`src/rtl/dmi_jtag_ctrl_if.sv`:
```
// DMI request/response channel between the DTM controller (master) and the
// Debug Module (slave).
interface dmi_jtag_ctrl_if #(
   parameter int unsigned AbitsWidth = 7
) ();
   logic                  req_valid;
   logic                  req_ready;
   logic [AbitsWidth-1:0] req_addr;
   logic [1:0]            req_op;
   logic [31:0]           req_data;
   logic                  resp_valid;
   logic                  resp_ready;
   logic [31:0]           resp_data;
   logic [1:0]            resp_resp;

   modport master (
      output req_valid, req_addr, req_op, req_data, resp_ready,
      input  req_ready, resp_valid, resp_data, resp_resp
   );

   modport slave (
      input  req_valid, req_addr, req_op, req_data, resp_ready,
      output req_ready, resp_valid, resp_data, resp_resp
   );
endinterface

```
`src/rtl/dmi_jtag_ctrl.sv`:
```
// DTM-side JTAG controller: DTMCS/DMI data registers, DMI request sequencing and
// sticky busy/failed status. Optional request timeout: define DMI_TIMEOUT_EN.
module dmi_jtag_ctrl #(
   parameter int unsigned AbitsWidth    = 7,
   parameter int unsigned IdleCycles    = 1,
   parameter int unsigned Version       = 1,
   parameter int unsigned TimeoutCycles = 1024
) (
   input  logic            tck_i,
   input  logic            trst_ni,
   input  logic            dmi_clear_i,
   input  logic            capture_i,
   input  logic            shift_i,
   input  logic            update_i,
   input  logic            tdi_i,
   input  logic            dtmcs_select_i,
   output logic            dtmcs_tdo_o,
   input  logic            dmi_select_i,
   output logic            dmi_tdo_o,
   output logic            dmi_rst_no,
   dmi_jtag_ctrl_if.master dmi
);
   localparam int unsigned DrW = AbitsWidth + 34;

   typedef enum logic [1:0] {IDLE, REQ, WAIT_RSP} state_e;

   state_e                state_q;
   logic [31:0]           dtmcs_q;
   logic [DrW-1:0]        dmi_sr_q;
   logic [AbitsWidth-1:0] addr_q;
   logic [31:0]           data_q;
   logic [1:0]            op_q, err_q;
   logic                  req_valid_q, resp_ready_q, rst_n_q;

   logic        busy, dtmcs_upd, dmi_upd, dmi_cap, dmireset, hardreset, timeout;
   logic [1:0]  cap_op_d;
   logic [31:0] dtmcs_cap_d;

   assign busy      = (state_q != IDLE);
   assign dtmcs_upd = update_i & dtmcs_select_i;
   assign dmi_upd   = update_i & dmi_select_i;
   assign dmi_cap   = capture_i & dmi_select_i;
   assign dmireset  = dtmcs_upd & dtmcs_q[16];
   assign hardreset = dtmcs_upd & dtmcs_q[17];
   assign cap_op_d  = busy ? 2'd3 : err_q;

   assign dtmcs_cap_d = {14'd0, 1'b0, 1'b0, 1'b0, 3'(IdleCycles), err_q,
                         6'(AbitsWidth), 4'(Version)};

`ifdef DMI_TIMEOUT_EN
   localparam int unsigned CntW = $clog2(TimeoutCycles + 1);
   logic [CntW-1:0] cnt_q;

   // Restarts on every state entry so REQ and WAIT_RSP each get the full budget.
   always_ff @(posedge tck_i or negedge trst_ni) begin
      if (!trst_ni) begin
         cnt_q <= '0;
      end else if (dmi_clear_i || !busy || hardreset || timeout ||
                   (state_q == REQ && dmi.req_ready)) begin
         cnt_q <= '0;
      end else begin
         cnt_q <= cnt_q + 1'b1;
      end
   end

   assign timeout = busy && (cnt_q == CntW'(TimeoutCycles - 1));
`else
   logic unused_timeout;
   assign unused_timeout = ^32'(TimeoutCycles);
   assign timeout        = 1'b0;
`endif

   always_ff @(posedge tck_i or negedge trst_ni) begin
      if (!trst_ni) begin
         dtmcs_q  <= '0;
         dmi_sr_q <= '0;
      end else if (dmi_clear_i) begin
         dtmcs_q  <= '0;
         dmi_sr_q <= '0;
      end else begin
         if (dtmcs_select_i) begin
            if (capture_i)    dtmcs_q <= dtmcs_cap_d;
            else if (shift_i) dtmcs_q <= {tdi_i, dtmcs_q[31:1]};
         end
         if (dmi_select_i) begin
            if (capture_i)    dmi_sr_q <= {addr_q, data_q, cap_op_d};
            else if (shift_i) dmi_sr_q <= {tdi_i, dmi_sr_q[DrW-1:1]};
         end
      end
   end

   always_ff @(posedge tck_i or negedge trst_ni) begin
      if (!trst_ni) begin
         state_q      <= IDLE;
         req_valid_q  <= 1'b0;
         resp_ready_q <= 1'b0;
         rst_n_q      <= 1'b1;
         addr_q       <= '0;
         data_q       <= '0;
         op_q         <= '0;
         err_q        <= '0;
      end else if (dmi_clear_i) begin
         state_q      <= IDLE;
         req_valid_q  <= 1'b0;
         resp_ready_q <= 1'b0;
         rst_n_q      <= 1'b1;
         addr_q       <= '0;
         data_q       <= '0;
         op_q         <= '0;
         err_q        <= '0;
      end else begin
         rst_n_q <= ~hardreset;

         unique case (state_q)
            IDLE: begin
               if (dmi_upd && err_q == 2'd0 &&
                   (dmi_sr_q[1:0] == 2'd1 || dmi_sr_q[1:0] == 2'd2)) begin
                  state_q     <= REQ;
                  req_valid_q <= 1'b1;
               end
            end
            REQ: begin
               if (dmi.req_ready) begin
                  state_q      <= WAIT_RSP;
                  req_valid_q  <= 1'b0;
                  resp_ready_q <= 1'b1;
               end else if (timeout) begin
                  state_q     <= IDLE;
                  req_valid_q <= 1'b0;
                  if (err_q == 2'd0) err_q <= 2'd2;
               end
            end
            WAIT_RSP: begin
               if (dmi.resp_valid) begin
                  state_q      <= IDLE;
                  resp_ready_q <= 1'b0;
                  if (op_q == 2'd1) data_q <= dmi.resp_data;
                  if (dmi.resp_resp == 2'd2 && err_q == 2'd0) err_q <= 2'd2;
               end else if (timeout) begin
                  state_q      <= IDLE;
                  resp_ready_q <= 1'b0;
                  if (err_q == 2'd0) err_q <= 2'd2;
               end
            end
            default: begin
               state_q      <= IDLE;
               req_valid_q  <= 1'b0;
               resp_ready_q <= 1'b0;
            end
         endcase

         // Busy detection follows the FSM block so it outranks a same-cycle response error.
         if (dmi_upd && err_q == 2'd0) begin
            if (busy) begin
               err_q <= 2'd3;
            end else begin
               addr_q <= dmi_sr_q[DrW-1:34];
               data_q <= dmi_sr_q[33:2];
               op_q   <= dmi_sr_q[1:0];
            end
         end
         if (dmi_cap && busy && err_q == 2'd0) err_q <= 2'd3;

         if (hardreset) begin
            state_q      <= IDLE;
            req_valid_q  <= 1'b0;
            resp_ready_q <= 1'b0;
         end
         if (dmireset || hardreset) err_q <= 2'd0;
      end
   end

   assign dtmcs_tdo_o    = dtmcs_q[0];
   assign dmi_tdo_o      = dmi_sr_q[0];
   assign dmi_rst_no     = rst_n_q;
   assign dmi.req_valid  = req_valid_q;
   assign dmi.req_addr   = addr_q;
   assign dmi.req_op     = op_q;
   assign dmi.req_data   = data_q;
   assign dmi.resp_ready = resp_ready_q;
endmodule
```
`src/flat_wrapper.sv`:
```
// flat-port wrapper written by rule: the top's interface ports become plain ports
module dmi_jtag_ctrl_flat 
#(
   parameter int unsigned AbitsWidth    = 7,
   parameter int unsigned IdleCycles    = 1,
   parameter int unsigned Version       = 1,
   parameter int unsigned TimeoutCycles = 1024
)
  (tck_i, trst_ni, dmi_clear_i, capture_i, shift_i, update_i, tdi_i, dtmcs_select_i, dtmcs_tdo_o, dmi_select_i, dmi_tdo_o, dmi_rst_no, dmi_req_valid, dmi_req_addr, dmi_req_op, dmi_req_data, dmi_resp_ready, dmi_req_ready, dmi_resp_valid, dmi_resp_data, dmi_resp_resp);
  dmi_jtag_ctrl_if #(.AbitsWidth(AbitsWidth)) dmi_i ();
  input  logic tck_i;
  input  logic trst_ni;
  input  logic dmi_clear_i;
  input  logic capture_i;
  input  logic shift_i;
  input  logic update_i;
  input  logic tdi_i;
  input  logic dtmcs_select_i;
  output logic dtmcs_tdo_o;
  input  logic dmi_select_i;
  output logic dmi_tdo_o;
  output logic dmi_rst_no;
  output wire logic [$bits(dmi_i.req_valid)-1:0] dmi_req_valid;
  output wire logic [$bits(dmi_i.req_addr)-1:0] dmi_req_addr;
  output wire logic [$bits(dmi_i.req_op)-1:0] dmi_req_op;
  output wire logic [$bits(dmi_i.req_data)-1:0] dmi_req_data;
  output wire logic [$bits(dmi_i.resp_ready)-1:0] dmi_resp_ready;
  input wire logic [$bits(dmi_i.req_ready)-1:0] dmi_req_ready;
  input wire logic [$bits(dmi_i.resp_valid)-1:0] dmi_resp_valid;
  input wire logic [$bits(dmi_i.resp_data)-1:0] dmi_resp_data;
  input wire logic [$bits(dmi_i.resp_resp)-1:0] dmi_resp_resp;
  assign dmi_req_valid = dmi_i.req_valid;
  assign dmi_req_addr = dmi_i.req_addr;
  assign dmi_req_op = dmi_i.req_op;
  assign dmi_req_data = dmi_i.req_data;
  assign dmi_resp_ready = dmi_i.resp_ready;
  assign dmi_i.req_ready = dmi_req_ready;
  assign dmi_i.resp_valid = dmi_resp_valid;
  assign dmi_i.resp_data = dmi_resp_data;
  assign dmi_i.resp_resp = dmi_resp_resp;
  dmi_jtag_ctrl #(.AbitsWidth(AbitsWidth), .IdleCycles(IdleCycles), .Version(Version), .TimeoutCycles(TimeoutCycles)) u_core (.tck_i(tck_i), .trst_ni(trst_ni), .dmi_clear_i(dmi_clear_i), .capture_i(capture_i), .shift_i(shift_i), .update_i(update_i), .tdi_i(tdi_i), .dtmcs_select_i(dtmcs_select_i), .dtmcs_tdo_o(dtmcs_tdo_o), .dmi_select_i(dmi_select_i), .dmi_tdo_o(dmi_tdo_o), .dmi_rst_no(dmi_rst_no), .dmi(dmi_i));
endmodule
```
`config.mk`:
```
export PLATFORM = sky130hd
export DESIGN_NAME = dmi_jtag_ctrl_flat
export DESIGN_NICKNAME = d
export VERILOG_FILES = /design/src/rtl/dmi_jtag_ctrl_if.sv /design/src/rtl/dmi_jtag_ctrl.sv /design/src/flat_wrapper.sv
export SDC_FILE = /design/constraint.sdc
export NUM_CORES = 1
export LEC_CHECK = 0
export BUFFER_PORTS_ARGS = -buffer_cell sky130_fd_sc_hd__buf_4
export CELL_PAD_IN_SITES_DETAIL_PLACEMENT = 1
export CELL_PAD_IN_SITES_GLOBAL_PLACEMENT = 1
export CORE_MARGIN = 10
export CORE_UTILIZATION = 36
export CTS_CLUSTER_SIZE = 28
export DETAILED_ROUTE_END_ITERATION = 8
export PLACE_DENSITY = 0.73
export SKIP_CTS_REPAIR_TIMING = 1
export SYNTH_ARGS = -nofsm -noshare
export SYNTH_HDL_FRONTEND = slang
export SYNTH_SLANG_ARGS = --single-unit
```
`constraint.sdc`:
```
create_clock -name tck_i -period 1.9 [get_ports tck_i]
set_clock_uncertainty 0.2 [all_clocks]
set_input_delay 0.19 -clock tck_i [delete_from_list [all_inputs] [get_ports tck_i]]
set_output_delay 0.19 -clock tck_i [all_outputs]
set_load 0.005 [all_outputs]
```
==> impl_metrics.toml, run 1 <==
[worst_setup_path]
worstPathMaxFanout = 11
end_kind = "flop"
startpoint_type = "flop"
cp.required_ns = 2.00
crit_arrival_ns = 1.89
worstSetupPathType = "flop to flop"

[clocking]
cts_made_buffers = 17
cts_root_buf = "clkbuf_16"
cts.sinks = 121
clock_latency_ns = 0.42
cts_buffer_depth = 2
cts_tree = "done"
clk_pin_slew_worst_paths_ns = 0.05
htreeDepth = 4

[power_and_ir_drop]
p_switching_uw = 1660
pwr-share-seq_pct = 42.6
ir_worst_vdd_v = 0.000625
combPwrFrac_pct = 12.9
clockPowerShare_pct = 44.5
power.leakage_uw = 0.00376
switching_share_pct = 25.5
p_int_uw = 4860
p_per_area_nw_per_um2 = 821

[layout]
drive_gt1_share_pct = 27.3
stdcell_count = 931
nets = 744
final_common_cell = "dfrtp_1"
seq_area_um2 = 3030
multi_input_area_um2 = 2740
fillers = 1849
area_delta_synth_final_pct = 28.8
utilization_pct = 47.6
most-common-layout-cells = "dfrtp_1, buf_4, nor2_1, mux2i_1, o21ai_0"

[route]
via_per_inst = 5.50
wirelength_mm = 18.9
drtIter0Drc = 280
wire_per_inst_um = 20.3
drtPass1Iterations = 4
vias = 5117
ant_nets = 0
drc = 0

[synth]
syn_nets = 631
synth-edff-count = 0
synthCells = 586
async_flop_share_pct = 100
ys_seq_elements = 121
ys_seq_area_share_pct = 49.1
ys_types = 42
synth-simple-area-share_pct = 15.0
synth_fa_ha_area_share_pct = 0
synth_area_per_cell_um2 = 10.5
yosysWarnings = 0
synth_compound_area_share_pct = 13.4
synth_top_family_by_area = "multiplexers"
syn-cell-area_um2 = 6170
synth_ff_type = "dfrtp_1"
synth-xor-area-share_pct = 0.142
synthMuxAreaShare_pct = 15.4

[sta]
rsz0062_at_grt = "no"
worst_slew_pin_slew_ns = 0.863
finalSetupTns_ns = 0
hold_viol_final = 1
max_freq_ghz = 0.561
whs_ns = -0.0198
max_slew_margin_pct = 42.2
fin_crit_sh_pct = 93.9
finalMaxSlewViolations = 0
fin_crit_ns = 1.78
setup_viol = 0

[floorplan]
initial_utilization_pct = 36.9
die_h_um = 151
ios = 91
die_w_um = 151
die-area_um2 = 22800
num_rows = 47
core_um2 = 16700

[placed_design]
numPortBuffers = 90
gp_congestion = 0.792
hpwl_mm = 12.0
dp.cells = 861

[run_status]
violations = "hold timing"
status = "complete, but fails checks"

[global_route]
first_global_vias = 5495
antenna_found_initial = 1
overflow = 0
grt_pass1_wl_mm = 29.5
grt_usage_pct = 16.3
grt_start_max_net_pins = 53

[min_path]
hold_class = "primary input to flop"

[flow_run]
maxCapViolCount = 0
## per-stage QoR
step           worst slack (ns)  power, uW  instance area (um^2)
2_1_floorplan             0.373       3220                  6170
3_3_place_gp              0.245       3560                  7030
3_5_place_dp              0.135       3590                  7030
4_1_cts                  0.0950       6520                  7550
5_1_grt                0.000494       6810                  7950
6_report                  0.116       6520                  7950
## critical path: stages, from the launching register on
cell and delay (ns):
dfrtp_1 0.40, buf_4 0.18, nor2_2 0.28, buf_4 0.26
nor3_1 0.07, o31a_1 0.27
## power groups by stage
stage / logic (uW) / clock network [uW] / registers [uW]
2_1_floorplan: 430 / 0 / 2790
3_5_place_dp: 774 / 0 / 2820
6_report: 844 / 2900 / 2780
4_1_cts: 779 / 2960 / 2770
3_3_place_gp: 747 / 0 / 2810
5_1_grt: 931 / 3090 / 2790
## metal layers
| metal | global-route usage (%) | part of all wire (%) |
|---|---|---|
| met1 | 19.5 | 43 |
| met4 | 5.73 | 1.6 |
| met5 | 0 | 0 |
| met2 | 27.6 | 50 |
| met3 | 4.50 | 5.0 |
## synthesized netlist by cell type (2+ instances only)
master,instances,area share [%]
clkbuf_1,15,0.91
buf_4,6,0.73
a21o_1,21,2.6
mux2i_1,49,7.9
dfrtp_1,120,49
or3_1,2,0.20
nor4b_1,6,0.85
nand3b_1,5,0.61
a211oi_1,3,0.36
a311oi_1,31,4.4
clkbuf_2,4,0.32
nor2b_1,2,0.20
mux2_1,2,0.36
nand2b_1,3,0.30
nor2_1,50,3.0
o21ai_0,46,3.7
nor4_1,8,0.81
o21a_1,2,0.24
a21oi_1,12,0.97
buf_6,15,2.7
mux2_2,39,7.1
nand3_1,42,3.4
buf_2,22,1.8
or2_2,2,0.20
nand2_1,13,0.79
nor3_1,43,3.5
inv_1,8,0.49
## cell families after synthesis
group                     count (synthesis)
and+or+nand+nor                         183
AOI/OAI and AO/OA                       121
DFF                                     121
muxes                                    90
buffers and inverters                    70
xor gates and xnor gates                  1
## area by class of cell
class,count,share of cell area (%)
antenna,1,0.0315
multi-input combinational,396,34.4
timing repair buffer,155,17.1
clock inverter,3,0.189
tap,220,3.46
clock buffer,27,6.33
inverter,8,0.378
sequential,121,38.1
## sequential cells by signal (all words and copies together), names as in the netlist
register,cells
u_core.dmi_sr_q,41
u_core.dmi.req_data,32
u_core.dtmcs_q,32
u_core.dmi.req_addr,7
u_core.dmi.req_op,2
u_core.err_q,2
u_core.state_q,2
u_core.dmi.req_valid,1
u_core.dmi.resp_ready,1
u_core.dmi_rst_no,1
## worst paths after layout
kind	cells past startpoint	slack, ns	from	end
min in group asynchronous	2	0.01	trst_ni	u_core.dmi.req_data[23]
max in group asynchronous	3	0.87	trst_ni	u_core.dmi_rst_no
min	4	-0.02	tdi_i	u_core.dmi_sr_q[40]
max	5	0.12	u_core.state_q[0]	u_core.err_q[1]
max reg2reg	5	0.12	u_core.state_q[0]	u_core.err_q[1]
min reg2reg	1	0.27	u_core.dtmcs_q[10]	u_core.dtmcs_q[10]
(Power assumes the default switching activity.)
==> inputs of run 2 (changes only) <==
Clock period 1.9 ns to 2.1 ns, I/O delays scaled along.
==> run 2 against run 1 <==
Net effect:
- the run still ends with hold timing left
- routed wire length down 3.2%
- die area unchanged
- utilization increased by 0.38 points
- register-to-register slack improved by 0.22 ns
- largest cell class unchanged
- highest routed layer unchanged
- final cell count down 0.21%
- clock-buffer cell count shrank 1
- clock power rose by 7%
- worst setup slack improved by 0.22 ns
- sequential power is 9.7% lower
- sequential share of layout area fell by 0.30 points
- combinational power is 11% lower
- via count is 0.64% lower
==> impl_metrics.toml, run 2 (synthesis results as in run 1) <==
[run_status]
status = "complete, but fails checks"
violations = "hold timing"

[sta]
finalSetupTns_ns = 0
fin_crit_sh_pct = 84.0
max_freq_ghz = 0.567
hold_viol_final = 1
setup_viol = 0
finalMaxSlewViolations = 0
worst_slew_pin_slew_ns = 0.429
fin_crit_ns = 1.76
max_slew_margin_pct = 71.4
rsz0062_at_grt = "no"
whs_ns = -0.00540

[min_path]
hold_class = "primary input to flop"

[route]
vias = 5084
wirelength_mm = 18.3
wire_per_inst_um = 19.7
via_per_inst = 5.47
drtPass1Iterations = 4
drc = 0
drtIter0Drc = 202
ant_nets = 0

[worst_setup_path]
cp.required_ns = 2.16
crit_buf_inv = 2
critical-path-top-delay-family = "simple AND/OR/NAND/NOR gates"
worstSetupPathType = "flop to flop"
slowest_stage = "dfrtp_1"
r2r_slack_ns = 0.34
startpoint_type = "flop"
crit_arrival_ns = 1.82
slowest_delay_ns = 0.38
worstPathMaxFanout = 30
path_cells = "buf_4 -> or2_1 -> buf_12 -> nor3_1 -> a311oi_1"
end_kind = "flop"

[floorplan]
ios = 91
num_rows = 47
die-area_um2 = 22800
die_w_um = 151
die_h_um = 151
core_um2 = 16700
initial_utilization_pct = 36.9

[clocking]
cts_root_buf = "clkbuf_16"
clock_latency_ns = 0.41
cts_made_buffers = 17
htreeDepth = 4
clk_pin_slew_worst_paths_ns = 0.05
cts.sinks = 121
cts_tree = "done"
cts_buffer_depth = 2

[layout]
seq_area_um2 = 3030
largest_reg_flops = 41
fillers = 1823
drive_gt1_share_pct = 27.5
nets = 741
most-common-layout-cells = "dfrtp_1, buf_4, nor2_1"
top_register = "u_core.dmi_sr_q"
multi_input_area_um2 = 2720
final_common_cell = "dfrtp_1"
area_delta_synth_final_pct = 29.8
stdcell_area_um2 = 8010
diodes = 0

[global_route]
first_global_vias = 5477
antenna_found_initial = 0
grt_usage_pct = 16.0
grt_start_max_net_pins = 57
overflow = 0
grt_pass1_wl_mm = 29.3

[power_and_ir_drop]
switching_share_pct = 23.9
total_power_uw = 6360
pwr-share-seq_pct = 39.5
power.leakage_uw = 0.00380
ir_worst_vdd_v = 0.000564
p_switching_uw = 1520
clockPowerShare_pct = 48.7
p_int_uw = 4840
p_per_area_nw_per_um2 = 793
combPwrFrac_pct = 11.8

[flow_run]
maxCapViolCount = 0

[placed_design]
numPortBuffers = 90
gp_congestion = 0.770
dpl-instance-area_um2 = 7010
hpwl_mm = 11.8
## run 2: final timing paths
path / startpoint / cells past startpoint / endpoint
max: u_core.state_q[0] / 5 / u_core.dmi.req_data[2]
min: dtmcs_select_i / 3 / u_core.err_q[0]
max reg2reg: u_core.state_q[0] / 5 / u_core.dmi.req_data[2]
min reg2reg: u_core.dtmcs_q[3] / 1 / u_core.dtmcs_q[3]
max in group asynchronous: trst_ni / 3 / u_core.dmi_rst_no
min in group asynchronous: trst_ni / 2 / u_core.dmi.req_data[25]
## run 2: cell type report
type                            instances  area share [%]
Inverter                                8           0.375
Multi-Input combinational cell        395            34.0
Sequential cell                       121            37.8
Tap cell                              220            3.44
Timing Repair Buffer                  153            16.6
Clock buffer                           26            6.48
Clock inverter                          6            1.36
## run 2: power groups by stage
stage | clock network [uW] | registers (uW) | logic (uW)
floorplan | 0 | 2520 | 389
global placement | 0 | 2540 | 677
detailed placement | 0 | 2550 | 700
CTS | 3140 | 2510 | 704
global route | 3270 | 2520 | 828
finish | 3090 | 2510 | 750
## run 2: tightest hold or removal path: cells and delay by family
| kind | cells | cell delay, ns |
|---|---|---|
| compound gates | 2 | 0.23 |
| buf+inv | 1 | 0.12 |
## run 2: metal layers
metal	GRT usage, %	vias up	part of all wire (%)
li1	-	2349	-
met4	4.43	0	1.5
met1	20.0	2622	45
met2	26.8	91	49
met3	4.30	22	4.5
met5	0	-	0
## run 2: per-stage QoR
| step | util (%) | setup slack, ns | cells |
|---|---|---|---|
| after floorplan | - | 0.573 | 586 |
| after global placement | 42.0 | 0.397 | 860 |
| final | 48.0 | 0.335 | 929 |
| after global routing | 48.0 | 0.211 | 929 |
| after detailed placement | 42.0 | 0.332 | 860 |
| after CTS | 45.8 | 0.316 | 892 |
==> inputs of run 3 (changes only) <==
Clock period 2.1 ns to 1.7 ns, I/O delays scaled along.
==> run 3 against run 2 <==
Net effect:
- the flow still finishes with violations (hold timing)
- largest power group unchanged
- sequential share of layout area fell by 0.12 points
- register-to-register slack worse by 0.28 ns
- sequential cell count did not move
- non-clock buffer count is 7 higher
- critical path type unchanged
- die area unchanged
- utilization rose by 0.17 points
==> impl_metrics.toml, run 3 (synthesis results as in run 1) <==
[worst_setup_path]
startpoint_type = "flop"
end_kind = "flop"
cp.required_ns = 1.80
reg2reg_depth = 4
crit_arrival_ns = 1.74
worstSetupPathType = "flop to flop"
reg2reg_from = "u_core.state_q[0]"
slowest_delay_ns = 0.39
worstPathMaxFanout = 12
crit_buf_inv = 1
path_cells = "and3b_1 -> buf_6 -> nand3_1 -> a311oi_2"
r2r_slack_ns = 0.05
critical-path-top-delay-family = "simple AND/OR/NAND/NOR gates"
r2r-end = "u_core.dmi.req_data[2]"
slowest_stage = "dfrtp_1"

[clocking]
cts_made_buffers = 17
cts_tree = "done"
cts_buffer_depth = 2
cts.sinks = 121
cts_root_buf = "clkbuf_16"
htreeDepth = 4
clk_pin_slew_worst_paths_ns = 0.05
clock_latency_ns = 0.41

[sta]
fin_crit_sh_pct = 96.9
max_freq_ghz = 0.607
whs_ns = -0.0148
hold_viol_final = 12
finalMaxSlewViolations = 0
setup_viol = 0
worst_slew_pin_slew_ns = 0.823
fin_crit_ns = 1.65
max_slew_margin_pct = 44.9

[placed_design]
dpl-instance-area_um2 = 7100
dp.cells = 865
numPortBuffers = 90
gp_congestion = 0.787
hpwl_mm = 11.9

[route]
wirelength_mm = 18.2
drtPass1Iterations = 4
ant_nets = 0
drtIter0Drc = 225
wire_per_inst_um = 19.6
vias = 5062
via_per_inst = 5.43
drc = 0

[global_route]
grt_start_max_net_pins = 61
grt_usage_pct = 15.8
antenna_found_initial = 0
grt_pass1_wl_mm = 28.9
first_global_vias = 5551
overflow = 0

[floorplan]
initial_utilization_pct = 36.9
ios = 91
die_w_um = 151
core_um2 = 16700
die-area_um2 = 22800
die_h_um = 151
num_rows = 47

[flow_run]
maxCapViolCount = 0

[layout]
nets = 748
stdcell_count = 932
utilization_pct = 48.1
drive_gt1_share_pct = 28.2
multi_input_area_um2 = 2740
stdcell_area_um2 = 8040
largest_reg_flops = 41
diodes = 0
final_common_cell = "dfrtp_1"
most-common-layout-cells = "dfrtp_1, buf_4, nor2_1, mux2i_1, o21ai_0"
top_register = "u_core.dmi_sr_q"
fillers = 1818
area_delta_synth_final_pct = 30.3
seq_area_um2 = 3030

[power_and_ir_drop]
combPwrFrac_pct = 13.1
p_switching_uw = 1790
switching_share_pct = 24.6
pwr-share-seq_pct = 42.5
p_per_area_nw_per_um2 = 908
ir_worst_vdd_v = 0.000674
power.leakage_uw = 0.00381
p_int_uw = 5510
clockPowerShare_pct = 44.5

[min_path]
hold_class = "primary input to asynchronous set/reset pin"

[run_status]
violations = "hold timing"
status = "complete, but fails checks"
==> run 3: layer usage <==
| layer | vias up | GRT usage, % | part of all wire, % |
|---|---|---|---|
| li1 | 2363 | - | - |
| met1 | 2570 | 18.9 | 43 |
| met2 | 106 | 26.7 | 50 |
| met3 | 23 | 4.77 | 5.5 |
| met4 | 0 | 5.05 | 1.4 |
| met5 | - | 0 | 0 |
==> run 3: how the worst max path moves through the flow <==
stage / startpoint / endpoint / depth (start not counted)
2_1_floorplan: u_core.err_q[0] / u_core.state_q[0] / 4
3_3_place_gp: capture_i / u_core.dmi_sr_q[27] / 5
3_5_place_dp: u_core.state_q[1] / u_core.dmi.req_data[2] / 4
4_1_cts: u_core.state_q[1] / u_core.dmi.req_data[2] / 4
5_1_grt: u_core.state_q[0] / u_core.dmi.req_data[2] / 4
6_report: u_core.state_q[0] / u_core.dmi.req_data[2] / 4
==> run 3: layout make-up <==
| cell class | count | share of cell area (%) |
|---|---|---|
| inverter | 8 | 0.373 |
| sequential | 121 | 37.7 |
| clock inverter | 3 | 0.187 |
| clock buffer | 25 | 6.41 |
| tap | 220 | 3.42 |
| multi-input combinational | 395 | 34.0 |
| timing repair buffer | 160 | 17.9 |
==> run 3: worst register-to-register path: stages, from the launching register on <==
cell      delay, ns
dfrtp_1        0.39
and3b_1        0.31
buf_6          0.19
nand3_1        0.12
a311oi_2       0.33
==> run 3: power by group through the flow <==
stage	Clock [uW]	Sequential (uW)	Combinational [uW]
after CTS	3320	3100	891
after detailed placement	0	3150	887
after global routing	3460	3120	1050
final	3250	3100	955
after global placement	0	3140	854
after floorplan	0	3120	481
==> run 3: per-stage QoR <==
stage	setup slack, ns	total power (uW)	setup TNS [ns]
final	0.0533	7310	0
after global routing	-0.00261	7630	-0.00457
after CTS	-0.0357	7310	-0.0357
after detailed placement	0.0280	4030	0
after global placement	0.0860	3990	0
after floorplan	0.173	3600	0
